<file path="src/rtl/fltadd_pkg.sv">
`default_nettype none
// ============================================================================
// Module      : fltadd_pkg
// Description : Shared constants, field widths and state encoding for the
//               fp16 add memory engine.
// Revision    : 1.0 - initial release
// ============================================================================
package fltadd_pkg;

    localparam int c_EXP_W  = 5;
    localparam int c_FRAC_W = 10;
    localparam int c_MANT_W = c_FRAC_W + 1;

    localparam logic [7:0] c_OP1_ADDR = 8'd8;
    localparam logic [7:0] c_OP2_ADDR = 8'd10;
    localparam logic [7:0] c_RES_ADDR = 8'd12;

    localparam logic [c_EXP_W-1:0] c_EXP_SAT = 5'h1F;

    typedef logic [3:0] state_t;
    localparam state_t c_S_IDLE  = 4'd0;
    localparam state_t c_S_RD1L  = 4'd1;
    localparam state_t c_S_RD1H  = 4'd2;
    localparam state_t c_S_RD2L  = 4'd3;
    localparam state_t c_S_RD2H  = 4'd4;
    localparam state_t c_S_CMP   = 4'd5;
    localparam state_t c_S_ALIGN = 4'd6;
    localparam state_t c_S_ADD   = 4'd7;
    localparam state_t c_S_NORM  = 4'd8;
    localparam state_t c_S_WRL   = 4'd9;
    localparam state_t c_S_WRH   = 4'd10;
    localparam state_t c_S_DONE  = 4'd11;

endpackage
`default_nettype wire

</file>
<file path="src/rtl/fltadd_mem_engine_unpack.sv">
`default_nettype none
// ============================================================================
// Module      : fp16_unpack
// Description : Splits an fp16 word into sign, exponent and 11-bit mantissa
//               carrying the implicit leading one.
// Revision    : 1.0 - initial release
// ============================================================================
module fp16_unpack
    import fltadd_pkg::*;
(
    input  logic [15:0]         i_word,
    output logic                o_sign,
    output logic [c_EXP_W-1:0]  o_exp,
    output logic [c_MANT_W-1:0] o_mant
);

    assign o_sign = i_word[15];
    assign o_exp  = i_word[14:10];
    // Exponent zero keeps a zero hidden bit; no denormal exponent adjust.
    assign o_mant = {|i_word[14:10], i_word[9:0]};

endmodule
`default_nettype wire

</file>
<file path="src/rtl/fltadd_mem_engine.sv">
`default_nettype none
// ============================================================================
// Module      : fltadd_mem_engine
// Description : fp16 add engine mastering a byte-wide memory: reads two
//               operands, adds with truncation, writes the sum, raises Done.
// Revision    : 1.0 - initial release
// ============================================================================
module fltadd_mem_engine
    import fltadd_pkg::*;
#(
    parameter logic [7:0] OP1_ADDR  = c_OP1_ADDR,
    parameter logic [7:0] OP2_ADDR  = c_OP2_ADDR,
    parameter logic [7:0] RES_ADDR  = c_RES_ADDR,
    parameter int         MAX_SHIFT = 11
)
(
    input  logic       Clk,
    input  logic       Reset,
    input  logic       Start,
    output logic       Done,
    output logic [7:0] MemAddr,
    input  logic [7:0] MemRdData,
    output logic       MemWrEn,
    output logic [7:0] MemWrData
);

    localparam logic [c_EXP_W-1:0] c_MAX_SHIFT = MAX_SHIFT[c_EXP_W-1:0];

    state_t                r_state;
    state_t                w_state_nxt;
    logic [15:0]           r_flt1;
    logic [15:0]           r_flt2;
    logic                  r_sign;
    logic [c_EXP_W-1:0]    r_exp_a;
    logic [c_MANT_W-1:0]   r_mant_a;
    logic [c_MANT_W-1:0]   r_mant_b;
    logic [c_EXP_W-1:0]    r_cnt;
    logic [c_MANT_W:0]     r_sum;
    logic [15:0]           r_result;

    logic                  w_sign1;
    logic                  w_unused_sign2;
    logic [c_EXP_W-1:0]    w_exp1;
    logic [c_EXP_W-1:0]    w_exp2;
    logic [c_MANT_W-1:0]   w_mant1;
    logic [c_MANT_W-1:0]   w_mant2;
    logic                  w_a_is_1;
    logic [c_EXP_W-1:0]    w_diff;
    logic [c_EXP_W-1:0]    w_shift;
    logic [c_EXP_W:0]      w_norm_exp;
    logic [c_FRAC_W-1:0]   w_norm_frac;
    logic [15:0]           w_result;

    fp16_unpack u_unpack1 (
        .i_word (r_flt1),
        .o_sign (w_sign1),
        .o_exp  (w_exp1),
        .o_mant (w_mant1)
    );

    fp16_unpack u_unpack2 (
        .i_word (r_flt2),
        .o_sign (w_unused_sign2),
        .o_exp  (w_exp2),
        .o_mant (w_mant2)
    );

    // Ties keep operand 1 as the larger-exponent operand.
    assign w_a_is_1 = (w_exp1 >= w_exp2);
    assign w_diff   = w_a_is_1 ? (w_exp1 - w_exp2) : (w_exp2 - w_exp1);
    assign w_shift  = (w_diff >= c_MAX_SHIFT) ? c_MAX_SHIFT : w_diff;

    always_comb begin
        w_norm_exp  = {1'b0, r_exp_a};
        w_norm_frac = r_sum[c_FRAC_W-1:0];
        if (r_sum[c_MANT_W]) begin
            w_norm_exp  = {1'b0, r_exp_a} + 6'd1;
            w_norm_frac = r_sum[c_FRAC_W:1];
        end else if ((r_exp_a == '0) && r_sum[c_FRAC_W]) begin
            w_norm_exp = 6'd1;
        end
        if (w_norm_exp >= {1'b0, c_EXP_SAT}) begin
            w_result = {r_sign, c_EXP_SAT, 10'h000};
        end else begin
            w_result = {r_sign, w_norm_exp[c_EXP_W-1:0], w_norm_frac};
        end
    end

    always_comb begin
        w_state_nxt = r_state;
        case (r_state)
            c_S_IDLE:  if (Start) w_state_nxt = c_S_RD1L;
            c_S_RD1L:  w_state_nxt = c_S_RD1H;
            c_S_RD1H:  w_state_nxt = c_S_RD2L;
            c_S_RD2L:  w_state_nxt = c_S_RD2H;
            c_S_RD2H:  w_state_nxt = c_S_CMP;
            c_S_CMP:   w_state_nxt = (w_shift != '0) ? c_S_ALIGN : c_S_ADD;
            c_S_ALIGN: w_state_nxt = (r_cnt <= 5'd1) ? c_S_ADD : c_S_ALIGN;
            c_S_ADD:   w_state_nxt = c_S_NORM;
            c_S_NORM:  w_state_nxt = c_S_WRL;
            c_S_WRL:   w_state_nxt = c_S_WRH;
            c_S_WRH:   w_state_nxt = c_S_DONE;
            c_S_DONE:  if (Start) w_state_nxt = c_S_RD1L;
            default:   w_state_nxt = c_S_IDLE;
        endcase
    end

    always_comb begin
        MemAddr   = 8'd0;
        MemWrEn   = 1'b0;
        MemWrData = 8'd0;
        Done      = 1'b0;
        case (r_state)
            c_S_RD1L: MemAddr = OP1_ADDR;
            c_S_RD1H: MemAddr = OP1_ADDR + 8'd1;
            c_S_RD2L: MemAddr = OP2_ADDR;
            c_S_RD2H: MemAddr = OP2_ADDR + 8'd1;
            c_S_WRL: begin
                MemAddr   = RES_ADDR;
                MemWrEn   = 1'b1;
                MemWrData = r_result[7:0];
            end
            c_S_WRH: begin
                MemAddr   = RES_ADDR + 8'd1;
                MemWrEn   = 1'b1;
                MemWrData = r_result[15:8];
            end
            c_S_DONE: Done = 1'b1;
            default: ;
        endcase
    end

    always_ff @(posedge Clk) begin
        if (!Reset) begin
            r_state  <= c_S_IDLE;
            r_flt1   <= '0;
            r_flt2   <= '0;
            r_sign   <= 1'b0;
            r_exp_a  <= '0;
            r_mant_a <= '0;
            r_mant_b <= '0;
            r_cnt    <= '0;
            r_sum    <= '0;
            r_result <= '0;
        end else begin
            r_state <= w_state_nxt;
            case (r_state)
                c_S_RD1L: r_flt1[7:0]  <= MemRdData;
                c_S_RD1H: r_flt1[15:8] <= MemRdData;
                c_S_RD2L: r_flt2[7:0]  <= MemRdData;
                c_S_RD2H: r_flt2[15:8] <= MemRdData;
                c_S_CMP: begin
                    r_sign   <= w_sign1;
                    r_exp_a  <= w_a_is_1 ? w_exp1  : w_exp2;
                    r_mant_a <= w_a_is_1 ? w_mant1 : w_mant2;
                    r_mant_b <= w_a_is_1 ? w_mant2 : w_mant1;
                    r_cnt    <= w_shift;
                end
                c_S_ALIGN: begin
                    // A capped difference drops the smaller operand entirely.
                    if (r_cnt == c_MAX_SHIFT) begin
                        r_mant_b <= '0;
                    end else begin
                        r_mant_b <= r_mant_b >> 1;
                    end
                    r_cnt <= r_cnt - 5'd1;
                end
                c_S_ADD:  r_sum    <= {1'b0, r_mant_a} + {1'b0, r_mant_b};
                c_S_NORM: r_result <= w_result;
                default: ;
            endcase
        end
    end

endmodule
`default_nettype wire

</file>
<file path="config.mk">
export PLATFORM = sky130hd
export DESIGN_NAME = fltadd_mem_engine
export DESIGN_NICKNAME = d
export VERILOG_FILES = /design/src/rtl/fltadd_pkg.sv /design/src/rtl/fltadd_mem_engine_unpack.sv /design/src/rtl/fltadd_mem_engine.sv
export SDC_FILE = /design/constraint.sdc
export NUM_CORES = 1
export LEC_CHECK = 0
export BUFFER_PORTS_ARGS = -buffer_cell sky130_fd_sc_hd__buf_2
export CORE_UTILIZATION = 25
export CTS_CLUSTER_SIZE = 25
export DETAILED_ROUTE_END_ITERATION = 10
export PLACE_DENSITY = 0.49
export SYNTH_ARGS = -nofsm -noshare
export SYNTH_HDL_FRONTEND = slang
export SYNTH_SLANG_ARGS = --single-unit
</file>
<file path="constraint.sdc">
create_clock -name Clk -period 4.2 [get_ports Clk]
set_clock_uncertainty 0.2 [all_clocks]
set_input_delay 0.42 -clock Clk [delete_from_list [all_inputs] [get_ports Clk]]
set_output_delay 0.42 -clock Clk [all_outputs]
set_load 0.005 [all_outputs]
</file>
==> results.cfg, run 1 <==
[clocking]
cts.clk_slew.worst_paths_ps = 70
cts-root-buf = clkbuf_16
cts_tree = yes
cts_buffer_depth = 2
cts_hold_buf = 0
cts_resized = 0
clkSinkCount = 96
clock_latency_ps = 350
cts_max_level = 3
numCtsBuffers = 9
post-cts-setup-buffers = 0

[drt]
vias = 4468
drc = 0
antenna_left = 0
drtIter0Drc = 340
first_pass_iters = 5
wl_per_cell_um = 14.3
via_per_inst = 4.66
wirelength_mm = 13.7

[floorplanning]
die_w_um = 148
die_area_mm2 = 0.0218
die_h_um = 148
num_rows = 52
initial_core_util_pct = 25.8
ios = 29
fp.coreArea_mm2 = 0.0206

[worst_setup_path]
endpoint_kind = output port
path_max_fanout = 18
crit_path_end = MemAddr[3]
critPathKind = reg -> out
r2r_cells = 10
reg2reg_to = r_cnt[0]
r2r-start = r_flt1[11]
startpoint_type = register
rrSetupSlack_ps = 1400
critPathArrivalTime_ps = 2250
cp_data_required_time_ps = 3580
worstSetupStartpoint = r_state[1]

[placement]
dp_hpwl_mm = 10.0
portBuffers = 24
gp_congestion = 0.810

[pwr]
internal_power_mw = 1.49
power_density_mw_per_mm2 = 359
p_seq_share_pct = 46.2
vdd_drop_max_uv = 197
p_sw_uw = 623
swShare_pct = 29.5
p_clk_share_pct = 38.4
combPwrFrac_pct = 15.4
leakage_nw = 2.08

[sta]
slew_headroom_pct = 22.7
worst_hold_slack_ps = 145
layout_min_cycle_time_ps = 2870
rsz0062_at_grt = no
drv_slew = 0
hold_violations = 0
finalCritPeriodShare_pct = 68.4
fmax_ghz = 0.348
setup_viol_count_final = 0
setup_tns_ps = 0
worst_pin_slew_ps = 1150

[final_layout]
mostFrequentLayoutCells = nand2_1, dfxtp_1, a21oi_1, nor2_1, o21ai_0
layout_commonest_cell = nand2_1
nNetsFinal = 723
area_growth_pct = 10.8
fillers = 2311
antenna_cells = 0
drive_gt1_share_pct = 9.00

[global_route]
grt_overflow_total = 0
grt_pass1_vias = 4106
grt_use_total_pct = 13.1
grt_pass1_wl_mm = 22.5
antenna_found_initial = 0
grt_start_max_net_pins = 37

[synthesis]
ys_types = 61
ys_warn_count = 0
synthCells = 686
yosysSeqAreaShare_pct = 36.2
synth_ff_type = dfxtp_1
async_flop_share_pct = 0
syn_avg_cell_area_um2 = 7.74
synth_area_mm2 = 0.00531
synth-seq-cells = 96
synth_edf_count = 0

[job]
max-cap-violations = 0

[min_path]
min_from = MemRdData[7]
hp-class = in -> reg

[run_status]
status = finished, final reports clean
## power groups by stage
stage               sequential, mW  clock, mW  combinational, mW
finish                       0.977      0.811              0.326
global route                 0.983      0.873              0.366
CTS                          0.976      0.838              0.327
detailed placement           0.998          0              0.326
global placement             0.996          0              0.329
floorplan                    0.977          0              0.266
## area by class of cell
| class | instances | area [µm²] | area share (%) |
|---|---|---|---|
| inverter | 23 | 86.3 | 1.47 |
| tap | 270 | 338 | 5.74 |
| multi-input combinational | 526 | 3100 | 52.6 |
| sequential | 96 | 1920 | 32.6 |
| timing repair buffer | 28 | 150 | 2.55 |
| clock buffer | 11 | 253 | 4.29 |
| clock inverter | 5 | 38.8 | 0.659 |
## worst min-delay path by stage
stage / depth (start not counted) / slack (ps) / to
finish: 3 / 140 / r_flt1[7]
global route: 3 / 150 / r_flt1[0]
detailed placement: 2 / 250 / r_sum[0]
CTS: 3 / 130 / r_flt2[0]
floorplan: 2 / 230 / r_result[15]
global placement: 2 / 250 / r_flt1[15]
## cells by family after synthesis
kind of cell | after synthesis | share of synthesized area (%)
compound gates | 189 | 22.0
xor+xnor | 12 | 1.98
fa+ha+maj | 28 | 7.02
buf+inv | 67 | 5.70
flops | 96 | 36.2
mux | 25 | 4.73
other cells | 1 | 0.0706
simple gates | 268 | 22.4
## Yosys cell counts (8+ instances only)
library cell	instances	area (µm²)
o21ai_0	33	165
nor2_1	64	240
a22oi_1	10	75.1
inv_1	23	86.3
ha_1	25	313
dfxtp_1	96	1920
a21o_1	8	60.1
and2_1	10	62.6
clkbuf_1	20	75.1
a311oi_1	16	140
xnor2_1	8	70.1
a21oi_1	86	430
buf_4	10	75.1
nand2_1	139	522
buf_2	11	55.1
mux2i_1	24	240
nor3_1	11	55.1
nor2b_1	9	56.3
## critical path, stage by stage, from the launching register on
cell     delay (ps)
dfxtp_1         690
nor2b_1         620
nor2_2          160
o22ai_1         260
buf_2           170
## registers in the layout (all words and copies together) (netlist names)
name / flops
r_cnt: 5
r_exp_a: 5
r_flt1: 16
r_flt2: 15
r_mant_a: 11
r_mant_b: 11
r_result: 16
r_sign: 1
r_state: 4
r_sum: 12
## through the flow
stage	std cells	power [mW]	setup WS, ps	utilization (%)	area (µm²)
4_1_cts	959	2.14	1310	28.6	5890
3_3_place_gp	943	1.33	1470	27.2	5600
3_5_place_dp	943	1.32	1410	27.2	5600
5_1_grt	959	2.22	1180	28.6	5890
6_report	959	2.11	1330	28.6	5890
2_1_floorplan	689	1.24	1930	-	5320
## layer usage
metal / global-route usage [%] / wire, µm / vias to the layer above
li1: - / - / 2359
met5: 0 / 0 / -
met3: 3.18 / 449 / 5
met1: 19.8 / 7560 / 2044
met4: 2.32 / 93 / 0
met2: 18.7 / 5590 / 60
No activity file was read; power rests on OpenSTA's default activity.
==> inputs of run 2 (changes only) <==
Settings changed: ABC_AREA from default to 1, PLACE_DENSITY 0.49 to 0.51.
Clock period 4.2 ns to 2.3 ns, I/O delays scaled along.
==> results.cfg, run 2 <==
[synthesis]
synthTopCellsByCount = a21oi_1, inv_1, nand2_1
post-synth-top-count-cell = a21oi_1
syn_avg_cell_area_um2 = 7.06
synth_edf_count = 0
ys_types = 44
ys_warn_count = 0
synth_area_leaders = dfxtp_1, a21oi_1, o21ai_0
synthCells = 781
synth_ff_type = dfxtp_1
yosysSeqAreaShare_pct = 34.9
async_flop_share_pct = 0
synth-seq-cells = 96
synth_area_mm2 = 0.00551
synth_area_leader_cell = dfxtp_1
netlist.area_leader.share_pct = 34.9

[pwr]
p_sw_mw = 3.13
p_clk_share_pct = 20.4
combPwrFrac_pct = 50.5
power_mw = 7.16
vdd_drop_max_uv = 708
p_seq_share_pct = 29.1
power_density_mw_per_mm2 = 1120
internal_power_mw = 4.03
leakage_nw = 2.88
swShare_pct = 43.8

[clocking]
clkSinkCount = 96
numCtsBuffers = 9
cts.clk_slew.worst_paths_ps = 70
cts_max_level = 3
cts-root-buf = clkbuf_16
cts_buffer_depth = 2
cts_tree = yes
clock_latency_ps = 350

[global_route]
grt_start_max_net_pins = 51
grt_pass1_wl_mm = 24.2
grt_overflow_total = 0
grt_pass1_vias = 4655
antenna_found_initial = 0
grt_use_total_pct = 14.0

[worst_setup_path]
r2r-start = r_flt1[14]
cp_data_required_time_ps = 2350
endpoint_kind = register
path_max_fanout = 25
crit_chain = ha_2 -> nand2_1 -> nand2_2 -> a21oi_4 -> nand2_4 -> buf_12 -> a21oi_1 -> o21ai_0 -> o211ai_1 -> inv_1
crit_path_end = r_exp_a[1]
rrSetupSlack_ps = 160
critical-path-top-delay-family = compound AO/OA/AOI/OAI gates
r2r_cells = 10
worstSetupStartpoint = r_flt1[14]
cp_slowest_cell = dfxtp_1
worst-path-buf-inv = 2
path_depth = 10
max_stage_delay_ps = 440
critPathArrivalTime_ps = 2180
reg2reg_to = r_exp_a[1]
startpoint_type = register
critPathKind = reg -> reg

[final_layout]
nNetsFinal = 854
multi_input_area_mm2 = 0.00301
design_area_mm2 = 0.00641
seq_area_mm2 = 0.00192
antenna_cells = 0
fillers = 2351
largestRegisters = r_flt1: 16 flops, r_result: 16 flops, r_flt2: 15 flops
drive_gt1_share_pct = 13.1
instances_no_fill = 1094
area_growth_pct = 16.3
mostFrequentLayoutCells = a21oi_1, inv_1, nand2_1, o21ai_0, dfxtp_1
layout_commonest_cell = a21oi_1

[sta]
finalCritPeriodShare_pct = 92.8
worst_hold_slack_ps = 63.0
drv_slew = 0
layout_min_cycle_time_ps = 2140
setup_viol_count_final = 0
fmax_ghz = 0.468
hold_violations = 0

[placement]
placed_area_mm2 = 0.00596
portBuffers = 24
gp_congestion = 0.832
dp.cells = 1069
dp_hpwl_mm = 11.0

[floorplanning]
fp.coreArea_mm2 = 0.0213
die_w_um = 150
die_area_mm2 = 0.0226
num_rows = 53
die_h_um = 150
ios = 29
initial_core_util_pct = 25.9

[min_path]
hold_depth = 5
hp-class = in -> reg

[drt]
antenna_left = 0
via_per_inst = 4.54
first_pass_iters = 5
drtIter0Drc = 273
drc = 0
wirelength_mm = 14.9
vias = 4971
wl_per_cell_um = 13.6

[run_status]
status = finished, final reports clean

[job]
max-cap-violations = 0
[run 2: cell type report]
type	count	share of cell area [%]
Timing Repair Buffer	57	6.52
Inverter	115	6.74
Tap cell	275	5.37
Multi-Input combinational cell	536	47.0
Clock buffer	10	3.73
Sequential cell	96	30.0
Clock inverter	5	0.644
[run 2: power groups by stage]
stage | Combinational, mW | Sequential, mW | Clock, mW
after CTS | 3.39 | 2.08 | 1.53
final | 3.61 | 2.09 | 1.46
after floorplan | 2.73 | 2.07 | 0
after global placement | 3.37 | 2.11 | 0
after global routing | 4.07 | 2.12 | 1.58
after detailed placement | 3.37 | 2.12 | 0
[run 2: kinds of logic (layout without fill, tap and decap cells)]
group	Yosys count	after routing	share of synthesized area, %
compound gates	249	249	24.6
xor+xnor	14	14	2.22
fa+ha+maj	28	28	6.76
buf+inv	152	187	11.6
flops	96	96	34.9
other cells	1	4	0.0680
simple gates	241	241	19.8
[run 2: per-stage QoR]
stage          TNS [ps]  setup WS (ps)  util [%]
2_1_floorplan         0            219         -
3_3_place_gp          0           81.2      28.0
3_5_place_dp          0           73.3      28.0
4_1_cts               0           45.7      29.7
5_1_grt           -2.36          -2.36      30.1
6_report              0            165      30.1
[run 2: timing repair]
action                                  CTS  global route
hold endpoints to repair                 13             0
endpoints found under the setup margin    0            28
gates resized for setup                   0            13
setup buffers                             0             1
hold buffers                              8             0
[run 2: worst min path at each step]
stage	slack (ps)	end	start
CTS	40	r_state[0]	Start
detailed placement	260	r_result[4]	r_result[4]
floorplan	160	r_flt1[0]	MemRdData[0]
global placement	250	r_result[4]	r_result[4]
finish	60	r_state[0]	Start
global route	80	r_state[0]	Start
[run 2: layer usage]
metal	share of wire [%]	track usage, %	up-vias
met2	46	22.0	57
met4	0.97	4.75	0
met1	50	19.1	2267
li1	-	-	2638
met3	3.1	2.64	9
met5	0	0	-
[run 2: tightest hold or removal path, cell delays in order]
cell	delay, ps
buf_2	80
nor2_1	60
inv_1	50
nand2_1	60
a21oi_2	100
